File: src/rtl/term_sm_pkg.sv
// rtl/term_sm_pkg.sv - shared mode encoding and config-chain constants for the loopback switch matrix
package term_sm_pkg;

    typedef enum logic [1:0] {
        TM_REVERSE  = 2'b00,
        TM_STRAIGHT = 2'b01,
        TM_TIE0     = 2'b10,
        TM_TIE1     = 2'b11
    } term_mode_e;

    localparam int NUM_GROUPS = 4;
    localparam int MODE_W     = 2;
    localparam int CFG_BITS   = NUM_GROUPS * MODE_W;

    localparam int G_N1    = 0;
    localparam int G_N2MID = 1;
    localparam int G_N2END = 2;
    localparam int G_N4    = 3;

endpackage

File: src/rtl/term_sm_group.sv
// rtl/term_sm_group.sv - one wire group's mode-selected mapping; output register under TERM_LOOPBACK_PIPE_EN
module term_sm_group
    import term_sm_pkg::*;
#(
    parameter int W = 4
) (
    input  logic         clk_i,
    input  logic         rst_i,
    input  term_mode_e   mode_i,
    input  logic [W-1:0] in_i,
    output logic [W-1:0] out_o
);

    logic [W-1:0] map_d;

    always_comb begin
        map_d = '0;
        case (mode_i)
            TM_REVERSE: begin
                for (int i = 0; i < W; i++) begin
                    map_d[i] = in_i[W-1-i];
                end
            end
            TM_STRAIGHT: map_d = in_i;
            TM_TIE0:     map_d = '0;
            TM_TIE1:     map_d = '1;
            default:     map_d = '0;
        endcase
    end

`ifdef TERM_LOOPBACK_PIPE_EN
    logic [W-1:0] out_q;

    always_ff @(posedge clk_i or posedge rst_i) begin
        if (rst_i) begin
            out_q <= '0;
        end else begin
            out_q <= map_d;
        end
    end

    assign out_o = out_q;
`else
    // Clock and reset only matter for the pipelined build.
    logic unused_clk_rst;
    assign unused_clk_rst = clk_i ^ rst_i;
    assign out_o = map_d;
`endif

endmodule

File: src/rtl/term_loopback_switch_matrix.sv
// rtl/term_loopback_switch_matrix.sv - north-to-south loopback with serial shadow/commit mode chain; TERM_LOOPBACK_PIPE_EN registers S* outputs
module term_loopback_switch_matrix
    import term_sm_pkg::*;
#(
    parameter int          N1W        = 4,
    parameter int          N2W        = 8,
    parameter int          N4W        = 16,
    parameter logic [1:0]  RESET_MODE = 2'b00
) (
    input  logic           UserCLK,
    input  logic           RESET,
    input  logic [N1W-1:0] N1END,
    input  logic [N2W-1:0] N2MID,
    input  logic [N2W-1:0] N2END,
    input  logic [N4W-1:0] N4END,
    output logic [N1W-1:0] S1BEG,
    output logic [N2W-1:0] S2BEG,
    output logic [N2W-1:0] S2BEGb,
    output logic [N4W-1:0] S4BEG,
    input  logic           cfg_shift_en,
    input  logic           cfg_data_in,
    output logic           cfg_data_out,
    input  logic           cfg_commit,
    output logic           cfg_ack,
    output logic           cfg_err
);

    localparam int                CNT_W    = $clog2(CFG_BITS + 2);
    localparam logic [CNT_W-1:0]  CNT_FULL = CNT_W'(CFG_BITS);
    localparam logic [CNT_W-1:0]  CNT_SAT  = CNT_W'(CFG_BITS + 1);
    localparam logic [CFG_BITS-1:0] CFG_RESET = {NUM_GROUPS{RESET_MODE}};

    logic [CFG_BITS-1:0] shadow_q, shadow_d;
    logic [CFG_BITS-1:0] active_q, active_d;
    logic [CNT_W-1:0]    cnt_q, cnt_d;
    logic                ack_q, ack_d;
    logic                err_q, err_d;

    // Commit takes priority over shift and judges the pre-edge bit count.
    always_comb begin
        shadow_d = shadow_q;
        active_d = active_q;
        cnt_d    = cnt_q;
        ack_d    = 1'b0;
        err_d    = 1'b0;
        if (cfg_commit) begin
            cnt_d = '0;
            if (cnt_q == CNT_FULL) begin
                active_d = shadow_q;
                ack_d    = 1'b1;
            end else begin
                err_d = 1'b1;
            end
        end else if (cfg_shift_en) begin
            shadow_d = {shadow_q[CFG_BITS-2:0], cfg_data_in};
            if (cnt_q != CNT_SAT) begin
                cnt_d = cnt_q + 1'b1;
            end
        end
    end

    always_ff @(posedge UserCLK or posedge RESET) begin
        if (RESET) begin
            shadow_q <= CFG_RESET;
            active_q <= CFG_RESET;
            cnt_q    <= '0;
            ack_q    <= 1'b0;
            err_q    <= 1'b0;
        end else begin
            shadow_q <= shadow_d;
            active_q <= active_d;
            cnt_q    <= cnt_d;
            ack_q    <= ack_d;
            err_q    <= err_d;
        end
    end

    assign cfg_data_out = shadow_q[CFG_BITS-1];
    assign cfg_ack      = ack_q;
    assign cfg_err      = err_q;

    term_sm_group #(.W(N1W)) u_g_n1 (
        .clk_i  (UserCLK),
        .rst_i  (RESET),
        .mode_i (term_mode_e'(active_q[G_N1*MODE_W +: MODE_W])),
        .in_i   (N1END),
        .out_o  (S1BEG)
    );

    term_sm_group #(.W(N2W)) u_g_n2mid (
        .clk_i  (UserCLK),
        .rst_i  (RESET),
        .mode_i (term_mode_e'(active_q[G_N2MID*MODE_W +: MODE_W])),
        .in_i   (N2MID),
        .out_o  (S2BEG)
    );

    term_sm_group #(.W(N2W)) u_g_n2end (
        .clk_i  (UserCLK),
        .rst_i  (RESET),
        .mode_i (term_mode_e'(active_q[G_N2END*MODE_W +: MODE_W])),
        .in_i   (N2END),
        .out_o  (S2BEGb)
    );

    term_sm_group #(.W(N4W)) u_g_n4 (
        .clk_i  (UserCLK),
        .rst_i  (RESET),
        .mode_i (term_mode_e'(active_q[G_N4*MODE_W +: MODE_W])),
        .in_i   (N4END),
        .out_o  (S4BEG)
    );

endmodule
File: config.mk
export PLATFORM = sky130hd
export DESIGN_NAME = term_loopback_switch_matrix
export DESIGN_NICKNAME = d
export VERILOG_FILES = /design/src/rtl/term_sm_pkg.sv /design/src/rtl/term_sm_group.sv /design/src/rtl/term_loopback_switch_matrix.sv
export SDC_FILE = /design/constraint.sdc
export NUM_CORES = 1
export LEC_CHECK = 0
export ABC_AREA = 1
export CELL_PAD_IN_SITES_DETAIL_PLACEMENT = 0
export CELL_PAD_IN_SITES_GLOBAL_PLACEMENT = 1
export CORE_ASPECT_RATIO = 0.7
export CORE_MARGIN = 4
export CORE_UTILIZATION = 25
export CTS_BUF_LIST = sky130_fd_sc_hd__clkbuf_2 sky130_fd_sc_hd__clkbuf_4 sky130_fd_sc_hd__clkbuf_8
export DETAILED_ROUTE_END_ITERATION = 12
export PLACE_DENSITY_LB_ADDON = 0.15
export REMOVE_ABC_BUFFERS = 1
export SYNTH_ARGS = -nofsm -noshare
export SYNTH_HDL_FRONTEND = slang
export SYNTH_HIERARCHICAL = 1
export SYNTH_SLANG_ARGS = --single-unit
File: constraint.sdc
create_clock -name UserCLK -period 1.3 [get_ports UserCLK]
set_input_delay 0.26 -clock UserCLK [delete_from_list [all_inputs] [get_ports UserCLK]]
set_output_delay 0.26 -clock UserCLK [all_outputs]
set_load 0.01 [all_outputs]
After elaboration in Yosys (flattened, before gate mapping)
Cells that the tools add are included.
{ "word_totals": {"memories": 0, "rom_bits": 0, "output_inout_bits": 39, "reg_bits": 22, "ram_bits": 0, "in_bits": 41, "word_cells": 41, "latch_bits": 0} }
{ "classes": {"bitwise_logic": 1, "n_reduce_logical": 9, "n_lt_le_gt_ge": 0, "div_mod_pow": 0, "muxes": 11, "eq_ne": 14, "n_addsub": 1, "multipliers": 0, "n_shift": 0} }
{ "op_table": {"columns": ["operator", "count"], "rows": [
  ["case mux 16 bit (4 select lines)", 1],
  ["case mux 8 bit (4 select lines)", 2],
  ["equality test 2 bit (second input constant)", 8],
  ["case mux 4 bit (4 select lines)", 1],
  ["two-way mux 4 bit", 3],
  ["equality test 2 x 1 -> 1 bit (second input constant)", 4],
  ["zero test 2 bit", 4],
  ["AND reduction 2 bit", 3],
  ["adder 4 x 1 -> 4 bit (second input constant)", 1],
  ["equality test 4 bit (second input constant)", 1],
  ["two-way mux 1 bit", 4],
  ["inequality test 4 bit (second input constant)", 1],
  ["nonzero test 2 bit", 2],
  ["inverter 1 bit", 1]
]} }

Longest topological paths before layout
Gate-level depths: netlist of run 1.
{ "depth": {"depth_word": 4, "depth_mapped": 6} }

Cells and area by module
The synthesis of run 1 kept the hierarchy.
{ "modules_own_cells": {"columns": ["module", "cells_per_inst", "instances", "area_each_um2"], "rows": [
  ["term_loopback_switch_matrix", 100, 1, 969.7],
  ["term_sm_group (u_g_n4)", 52, 1, 235.2],
  ["term_sm_group (u_g_n2end ...)", 25, 2, 111.4],
  ["term_sm_group (u_g_n1)", 13, 1, 56.3]
]} }

Worst setup path before layout of run 1
Ideal clock, no wire load.
{ "synth_timing": {"kind": "register to register", "start": "reg cnt_q[0]", "end": "reg active_q[5]", "required_ns": 1.182, "arrival_time_ns": 1.064, "period_less_slack_ns": 1.182, "path_stages_with_launch": 7, "path_buffers": 1, "slack_ns": 0.118, "setup_time_ns": 0.118, "cell_sequence": "dfrtp_1 inv_1 ha_1 nand3_4 buf_6 nand2_1 o21ai_2"} }
{ "synth_via": {"elab_chain_len": 2} }
{ "synth_rtl": {"columns": ["item", "line_no", "source"], "rows": [
  ["from (decl)", "term_loopback_switch_matrix.sv:35", "logic [CNT_W-1:0] cnt_q, cnt_d;"],
  ["from (signal assigned)", "term_loopback_switch_matrix.sv:72", "cnt_q <= cnt_d;"],
  ["equality test 4 bit", "term_loopback_switch_matrix.sv:48", "if (cnt_q == CNT_FULL) begin"],
  ["AND reduction 2 bit (no line)", null, null],
  ["to (signal assigned)", "term_loopback_switch_matrix.sv:71", "active_q <= active_d;"],
  ["to (decl)", "term_loopback_switch_matrix.sv:34", "logic [CFG_BITS-1:0] active_q, active_d;"]
]} }
Every way passes these cells.
A chain may end at the register's enable or synchronous reset.

Final worst setup path of run 1
{ "layout_timing": {"start": "reg active_q[3]", "end": "out S2BEG[7]"} }
{ "layout_via": {"elab_chain_len": 2, "word_cells_on_any_way": 5, "cone_classes": "3 x eq/ne; 1 x mux; 1 x reduce/logical"} }
{ "layout_rtl": {"columns": ["item", "line_no", "source"], "rows": [
  ["equality test 2 bit (tied with other cells)", "term_sm_group.sv:18", "case (mode_i)"],
  ["case mux 8 bit (4 select lines) *", "term_sm_group.sv:18", null],
  ["to (decl)", "term_loopback_switch_matrix.sv:17", "output logic [N2W-1:0] S2BEG,"]
]} }
Mark *: on every way between the ends. The rest lies on a longest branch, timed or not.

==> results of run 1 <==
## through the flow
stage	power (W)	area (µm²)	setup WS, ps	hold slack (ps)
floorplan	0.000975	1440	78.9	249
global placement	0.00131	2490	-389	473
detailed placement	0.00131	2490	-390	473
CTS	0.00195	2660	-263	310
global route	0.00208	2790	-320	315
finish	0.00196	2790	-261	309
## Yosys cell counts
master	number	share of area, %
inv_2	1	0.25
o21ai_1	5	1.7
buf_2	1	0.34
a21oi_1	1	0.34
nand2_1	102	26
nand3_4	1	1.2
o21ai_0	40	13
buf_6	3	2.3
nand3_1	5	1.7
buf_4	1	0.51
dfrtp_1	22	37
inv_1	14	3.5
nand4_1	1	0.42
nor2_2	2	0.84
o21ai_2	7	4.1
xor2_1	1	0.59
nor2_4	4	3.0
ha_1	3	2.5
nor2_1	1	0.25
## worst register-to-register path: stages (launching register included)
cell and delay (ps):
dfrtp_1 390, inv_1 80, ha_2 260, nand3_4 180, nand2_1 120, o21ai_2 50
## worst paths after layout
path | startpoint | to | slack [ps] | depth (start not counted)
worst max-delay path | active_q[3] | S2BEG[7] | -260 | 5
worst min-delay path | RESET | cnt_q[3] | 310 | 3
worst max register to register | cnt_q[1] | active_q[0] | 120 | 5
worst min register to register | shadow_q[5] | shadow_q[6] | 490 | 2
max in group asynchronous | RESET | active_q[5] | 840 | 3
min in group UserCLK | shadow_q[5] | shadow_q[6] | 490 | 2
## registers in the layout, indices dropped and copies added (netlist names)
register	count
shadow_q	8
cfg_ack	1
cnt_q	4
active_q	8
cfg_err	1
## cell type report
class / instances / area [µm²] / share of cell area [%]
multi-input cells: 174 / 1010 / 36.4
clock buffers: 3 / 41.3 / 1.48
flip-flops and latches: 22 / 557 / 19.9
repair buffers: 115 / 998 / 35.8
well taps: 75 / 93.8 / 3.36
clock inverters: 1 / 30.0 / 1.08
inverters: 15 / 56.3 / 2.02
## timing repair
action                                  in CTS  in global routing
cloned                                       1                  1
pin swaps                                   16                 16
hold buffers                                 0                  0
gates resized for setup                    209                 53
setup buffers                               18                  3
endpoints found under the setup margin      39                 43
## placed cells by master (no fill, tap or decap)
cell type / count
nand2_1: 64
clkdlybuf4s50_1: 39
nand2_2: 37
buf_2: 30
o21ai_2: 24
buf_4: 20
buf_6: 19
dfrtp_1: 17
o21ai_1: 15
inv_1: 14
o21ai_0: 13
nand3_1: 5
dfrtp_2: 5
nor2_4: 4
clkbuf_8: 3
dlygate4sd2_1: 3
nand3_4: 2
nor2_2: 2
ha_1: 2
buf_12: 2
inv_2: 1
nand4_1: 1
nor2_1: 1
a21oi_1: 1
xor2_1: 1
ha_2: 1
bufinv_16: 1
dlymetal6s2s_1: 1
nand2_4: 1
buf_8: 1
## logic make-up after synthesis
kind of cell / after synthesis
and+or+nand+nor: 116
xor gates and xnor gates: 1
AOI/OAI and AO/OA: 53
buffers and inverters: 20
DFF: 22
adders and majority gates: 3
## power by group
group          switching, W  internal [W]  leakage, nW
sequential        0.0000287      0.000737        0.283
combinational      0.000264      0.000282         1.06
clock              0.000238      0.000411       0.0357
total              0.000530       0.00143         1.38
## per-layer routing
layer  share of wire (%)  up-vias  global-route usage (%)
met5                   0        -                       0
met4                0.25        0                    1.20
met3                 5.7        2                    3.07
met2                  47       33                    22.0
met1                  47      795                    17.1
li1                    -      932                       -
==> metrics.md, run 1 <==
| Metric | Value |
|---|---|
| Status | `finished, violations left` |
| Violated checks | `negative setup slack` |
| Starting Density | `25.9%` |
| Inst Count DP | `382` |
| CTS Buf Count | `3` |
| Top delay family on crit path | `flip-flops` |
| Drt total wl | `4870 µm` |
| Gpl congestion | `0.718` |
| Largest net degree at the start of global routing | `23` |
| Max Clk Rate | `641 MHz` |
| Unrepaired setup endpoints after global routing | `true` |
| Layout cells sized above 1 | `46.4%` |
| Via density | `4.35` |
| Mapped Area | `0.00148 mm²` |
| Simple-gate share of the synthesized area | `33.2%` |
| Vias in the first global route | `1675` |
| Core area | `0.00573 mm²` |
| Slowest cell on the critical path | `dfrtp_2` |
| ANT cells | `0` |
| Worst Setup End Kind | `output pin` |
| Max stage delay on crit path | `470 ps` |
| Total global-route track usage | `12.8%` |
| Slew @ Worst Pin | `326 ps` |
| Total clock sinks | `22` |
| Register bit total from synthesis | `22` |
| I/O Buffers | `79` |
| Worst Hold Class | `input port to asynchronous set/reset pin` |
| Critical path class | `flip-flop to output pin` |
| Worst-path fanout max | `7` |
| Average cell area after synthesis | `6.90 µm²` |
| DR WL/cell | `12.0 µm` |
| Setup_tns | `-6390 ps` |
| Crit-path most repeated cell | `buf_6` |
| Period utilization | `120%` |
| HPWL after DPL | `3240 µm` |
| Grt total ovfl | `0` |
| Setup ws final | `-261 ps` |
| Lkg Pwr | `1.38 nW` |
| Ys Warns | `6` |
| Worst clock skew | `3.16 ps` |
| Req. time, crit path | `1040 ps` |
| Fin cells | `405` |
| Layout Nets | `375` |
| Final setup violation count | `36` |
| Final core occ | `48.7%` |
| Initial antenna violation count | `0` |
| Signal arrival time at the worst endpoint | `1300 ps` |
| Combinational family with the most area after synthesis | `simple AND/OR/NAND/NOR gates` |
| Row count | `23` |
| CTS tree | `built` |
| Max-Cap Viols | `0` |
| Vias | `1762` |
| Worst skew pair latency | `260 ps` |
| Final Max Slew Viols | `0` |
| Crit path launch type | `flip-flop` |
| Sequential-to-total area share from yosys stat | `37.1%` |
| Die width | `100 µm` |
| Drt first-iter violations | `39` |
| Fillers | `605` |
| Die height | `72.5 µm` |
| Final hold vios | `0` |
| Buf/Inv on CP | `3` |
| Longest Clk Path Bufs | `2` |
| Adder-cell area share of the yosys netlist | `2.53%` |
| Root buf cell | `clkbuf_8` |
| Die area | `0.00725 mm²` |
| Drt pass-1 iters | `4` |
| Mapped Cells | `215` |
| Min cycle time layout | `1560 ps` |
| H-Tree Depth | `1` |
| CP Cell Sequence | `buf_6, buf_6, o21ai_2, nand2_1, buf_2` |
| I/O Pins | `80` |
| First-pass GRT wire length | `7810 µm` |
| VDD IR max | `0.000474 V` |
| Compound-gate portion of the synthesized area | `19.6%` |
| Post-synthesis mux area share | `0%` |
| Register clock-pin slew on the reported worst setup and hold paths | `90 ps` |
| Detail Route Antenna Nets | `0` |
| Syn-to-layout area delta | `88.1%` |
| DRC | `0` |
| Xor/xnor share of the synthesized area | `0.590%` |
| Post-synth cell types | `19` |
| Slew margin rel. | `78.3%` |
| P per Cell Area | `702 mW/mm²` |
(Power assumes the default switching activity.)
==> inputs of run 2 (changes only) <==
- CORE_MARGIN: 4 -> 10
- CTS_BUF_LIST: sky130_fd_sc_hd__clkbuf_2 sky130_fd_sc_hd__clkbuf_4 sky130_fd_sc_hd__clkbuf_8 -> unset
==> run 2 against run 1 <==
The run still ends with negative setup slack left. Via count down 1.5%. Sequential share of layout area decreased by 0.27 points. Register-to-register slack better by 20 ps. Flip-flop and latch count unchanged. Sequential power hardly changed. Critical path type unchanged. Largest power group unchanged.
==> metrics.md, run 2 (same netlist as run 1, synthesis figures left out) <==
| Metric | Value |
|---|---|
| Slew margin rel. | `77.2% (-1.1 points)` |
| Min cycle time layout | `1550 ps (-11.5 ps)` |
| M3 GR Usage | `2.42% (-0.66 points)` |
| Fin cells | `407 (+0.49%)` |
| CTS Hold Bufs | `0 (unchanged)` |
| Inst Count DP | `383 (+0.26%)` |
| Setup_tns | `-6380 ps (+10.2 ps)` |
| ANT cells | `0 (unchanged)` |
| M1 GR Usage | `13.2% (-3.9 points)` |
| Busiest grt layer | `met2` |
| Worst skew pair latency | `260 ps (about the same)` |
| VDD IR max | `0.000641 V (+35%)` |
| Signal arrival time at the worst endpoint | `1290 ps (about the same)` |
| Critical path class | `flip-flop to output pin` |
| First-pass GRT wire length | `8260 µm (+5.7%)` |
| DRC | `0 (unchanged)` |
| Commonest non-fill, non-tap cells in the layout | `nand2_1, clkdlybuf4s50_1, nand2_2` |
| CTS Buf Count | `3 (unchanged)` |
| Final Max Slew Viols | `0 (unchanged)` |
| Period utilization | `119% (-0.89 points)` |
| DR WL/cell | `12.8 µm (+6.2%)` |
| Slew @ Worst Pin | `342 ps (+16.3 ps)` |
| Final instance area | `0.00282 mm² (+1.2%)` |
| CP Launch Point | `active_q[5]` |
| Final setup violation count | `36 (unchanged)` |
| Starting Density | `25.9% (unchanged)` |
| Worst R2R Start | `cnt_q[0]` |
| Max-Cap Viols | `0 (unchanged)` |
| I/O Buffers | `79 (unchanged)` |
| WHS | `322 ps (+13.7 ps)` |
| Worst Hold Class | `input port to asynchronous set/reset pin` |
| Via density | `4.26 (-2.0%)` |
| Final hold vios | `0 (unchanged)` |
| Max Clk Rate | `645 MHz (+0.74%)` |
| Total clock sinks | `22 (unchanged)` |
| Status | `finished, violations left` |
| Worst Setup End Kind | `output pin` |
| Worst reg2reg path depth | `6 (+1)` |
| Longest Clk Path Bufs | `2 (unchanged)` |
| Layout cells sized above 1 | `44.9% (-1.5 points)` |
| Worst-path fanout max | `3 (-4)` |
| Crit path to | `S2BEGb[0]` |
| Die area | `0.00947 mm² (+31%)` |
| Worst clock skew | `4.95 ps (+1.79 ps)` |
| Violated checks | `negative setup slack` |
| P per Cell Area | `694 mW/mm² (-1.3%)` |
| Lkg Pwr | `1.40 nW (+1.1%)` |
| Drt total wl | `5200 µm (+6.7%)` |
| Register clock-pin slew on the reported worst setup and hold paths | `80 ps (about the same)` |
| Grt total ovfl | `0 (unchanged)` |
| Vias | `1735 (-1.5%)` |
| H-Tree Depth | `1 (unchanged)` |
| Met2 Usage GRT | `16.6% (-5.3 points)` |
| Register-to-Register Setup Slack | `140 ps (+20 ps)` |
| Die width | `112 µm (+12%)` |
| FF+latch area | `556 µm² (-0.22%)` |
| I/O Pins | `80 (unchanged)` |
| Setup ws final | `-250 ps (+11.5 ps)` |
| Syn-to-layout area delta | `90.3%` |
| Gpl congestion | `0.752 (+4.7%)` |
| Row count | `23 (unchanged)` |
| Commonest non-fill, non-tap cell in the layout | `nand2_1` |
| Total global-route track usage | `10.0% (-2.7 points)` |
| Die height | `84.5 µm (+17%)` |
| Layout Nets | `377 (+0.53%)` |
| R2r endpoint | `cnt_q[2]` |
| Regs by FF count | `active_q x8, shadow_q x8, cnt_q x4` |
| Fillers | `578 (-4.5%)` |
| Unrepaired setup endpoints after global routing | `true` |
| Core area | `0.00573 mm² (unchanged)` |
| CTS tree | `built` |
| Vias in the first global route | `1644 (-1.9%)` |
| Area of the multi-input gates | `0.00101 mm² (-0.74%)` |
| Post-DP Area | `0.00249 mm² (-0.20%)` |
| Largest net degree at the start of global routing | `23 (unchanged)` |
| Crit path launch type | `flip-flop` |
| Initial antenna violation count | `0 (unchanged)` |
| Root buf cell | `clkbuf_8` |
| Drt pass-1 iters | `4 (unchanged)` |
| HPWL after DPL | `3720 µm (+15%)` |
| Detail Route Antenna Nets | `0 (unchanged)` |
| Req. time, crit path | `1040 ps (about the same)` |
| Drt first-iter violations | `51 (+31%)` |
==> run 2: cell count changes in the layout (fill, tap and decap cells not counted), sizes merged <==
cell / before / now
buf: 72 / 74
==> run 2: report_power, final <==
part	total [W]	switching (W)	internal (W)	leakage, nW
Clock	0.000638	0.000227	0.000411	0.0357
Combinational	0.000555	0.000264	0.000291	1.08
Sequential	0.000766	0.0000288	0.000737	0.284
Total	0.00196	0.000520	0.00144	1.40
==> run 2: worst min path at each step <==
| stage | start | endpoint | slack (ps) | cells past startpoint |
|---|---|---|---|---|
| floorplan | RESET | active_q[0] | 250 | 1 |
| global placement | shadow_q[5] | shadow_q[6] | 470 | 2 |
| detailed placement | shadow_q[5] | shadow_q[6] | 470 | 2 |
| CTS | RESET | active_q[2] | 330 | 3 |
| global route | RESET | active_q[2] | 350 | 3 |
| finish | RESET | active_q[2] | 320 | 3 |
==> run 2: layout make-up <==
type                       instances  area share [%]
timing repair buffer             117            36.8
clock buffer                       3            1.46
tap                               75            3.32
inverter                          15            1.99
clock inverter                     1            1.06
multi-input combinational        174            35.7
sequential                        22            19.7
==> run 2: layer usage <==
metal	wire length [µm]	up-vias
met5	0	-
met4	29	0
met3	235	4
met2	2390	34
met1	2540	759
li1	-	938
==> run 2: stage by stage <==
step	utilization (%)	setup slack (ps)	total power, W
2_1_floorplan	-	78.9	0.000975
3_3_place_gp	43.5	-401	0.00132
3_5_place_dp	43.5	-397	0.00132
4_1_cts	47.0	-269	0.00194
5_1_grt	49.3	-340	0.00208
6_report	49.3	-250	0.00196
==> run 2: critical path, stage by stage (launching register included) <==
cell and delay (ps):
dfrtp_2 440, nor2_4 160, buf_6 120, buf_6 90
nand2_2 40, nand2_1 50, buf_2 130
==> run 2: what timing repair did <==
action / 4_1_cts / 5_1_grt
resized for setup: 206 / 62
setup endpoints to repair: 39 / 41
pin swaps: 12 / 9
buffers inserted: 23 / 0
gates cloned: 2 / 1
==> inputs of run 3 (changes only) <==
- CTS_BUF_LIST: unset -> sky130_fd_sc_hd__clkbuf_2 sky130_fd_sc_hd__clkbuf_4 sky130_fd_sc_hd__clkbuf_8
==> results of run 3 <==
The final DEF is identical to that of run 2; final timing and power are the same.
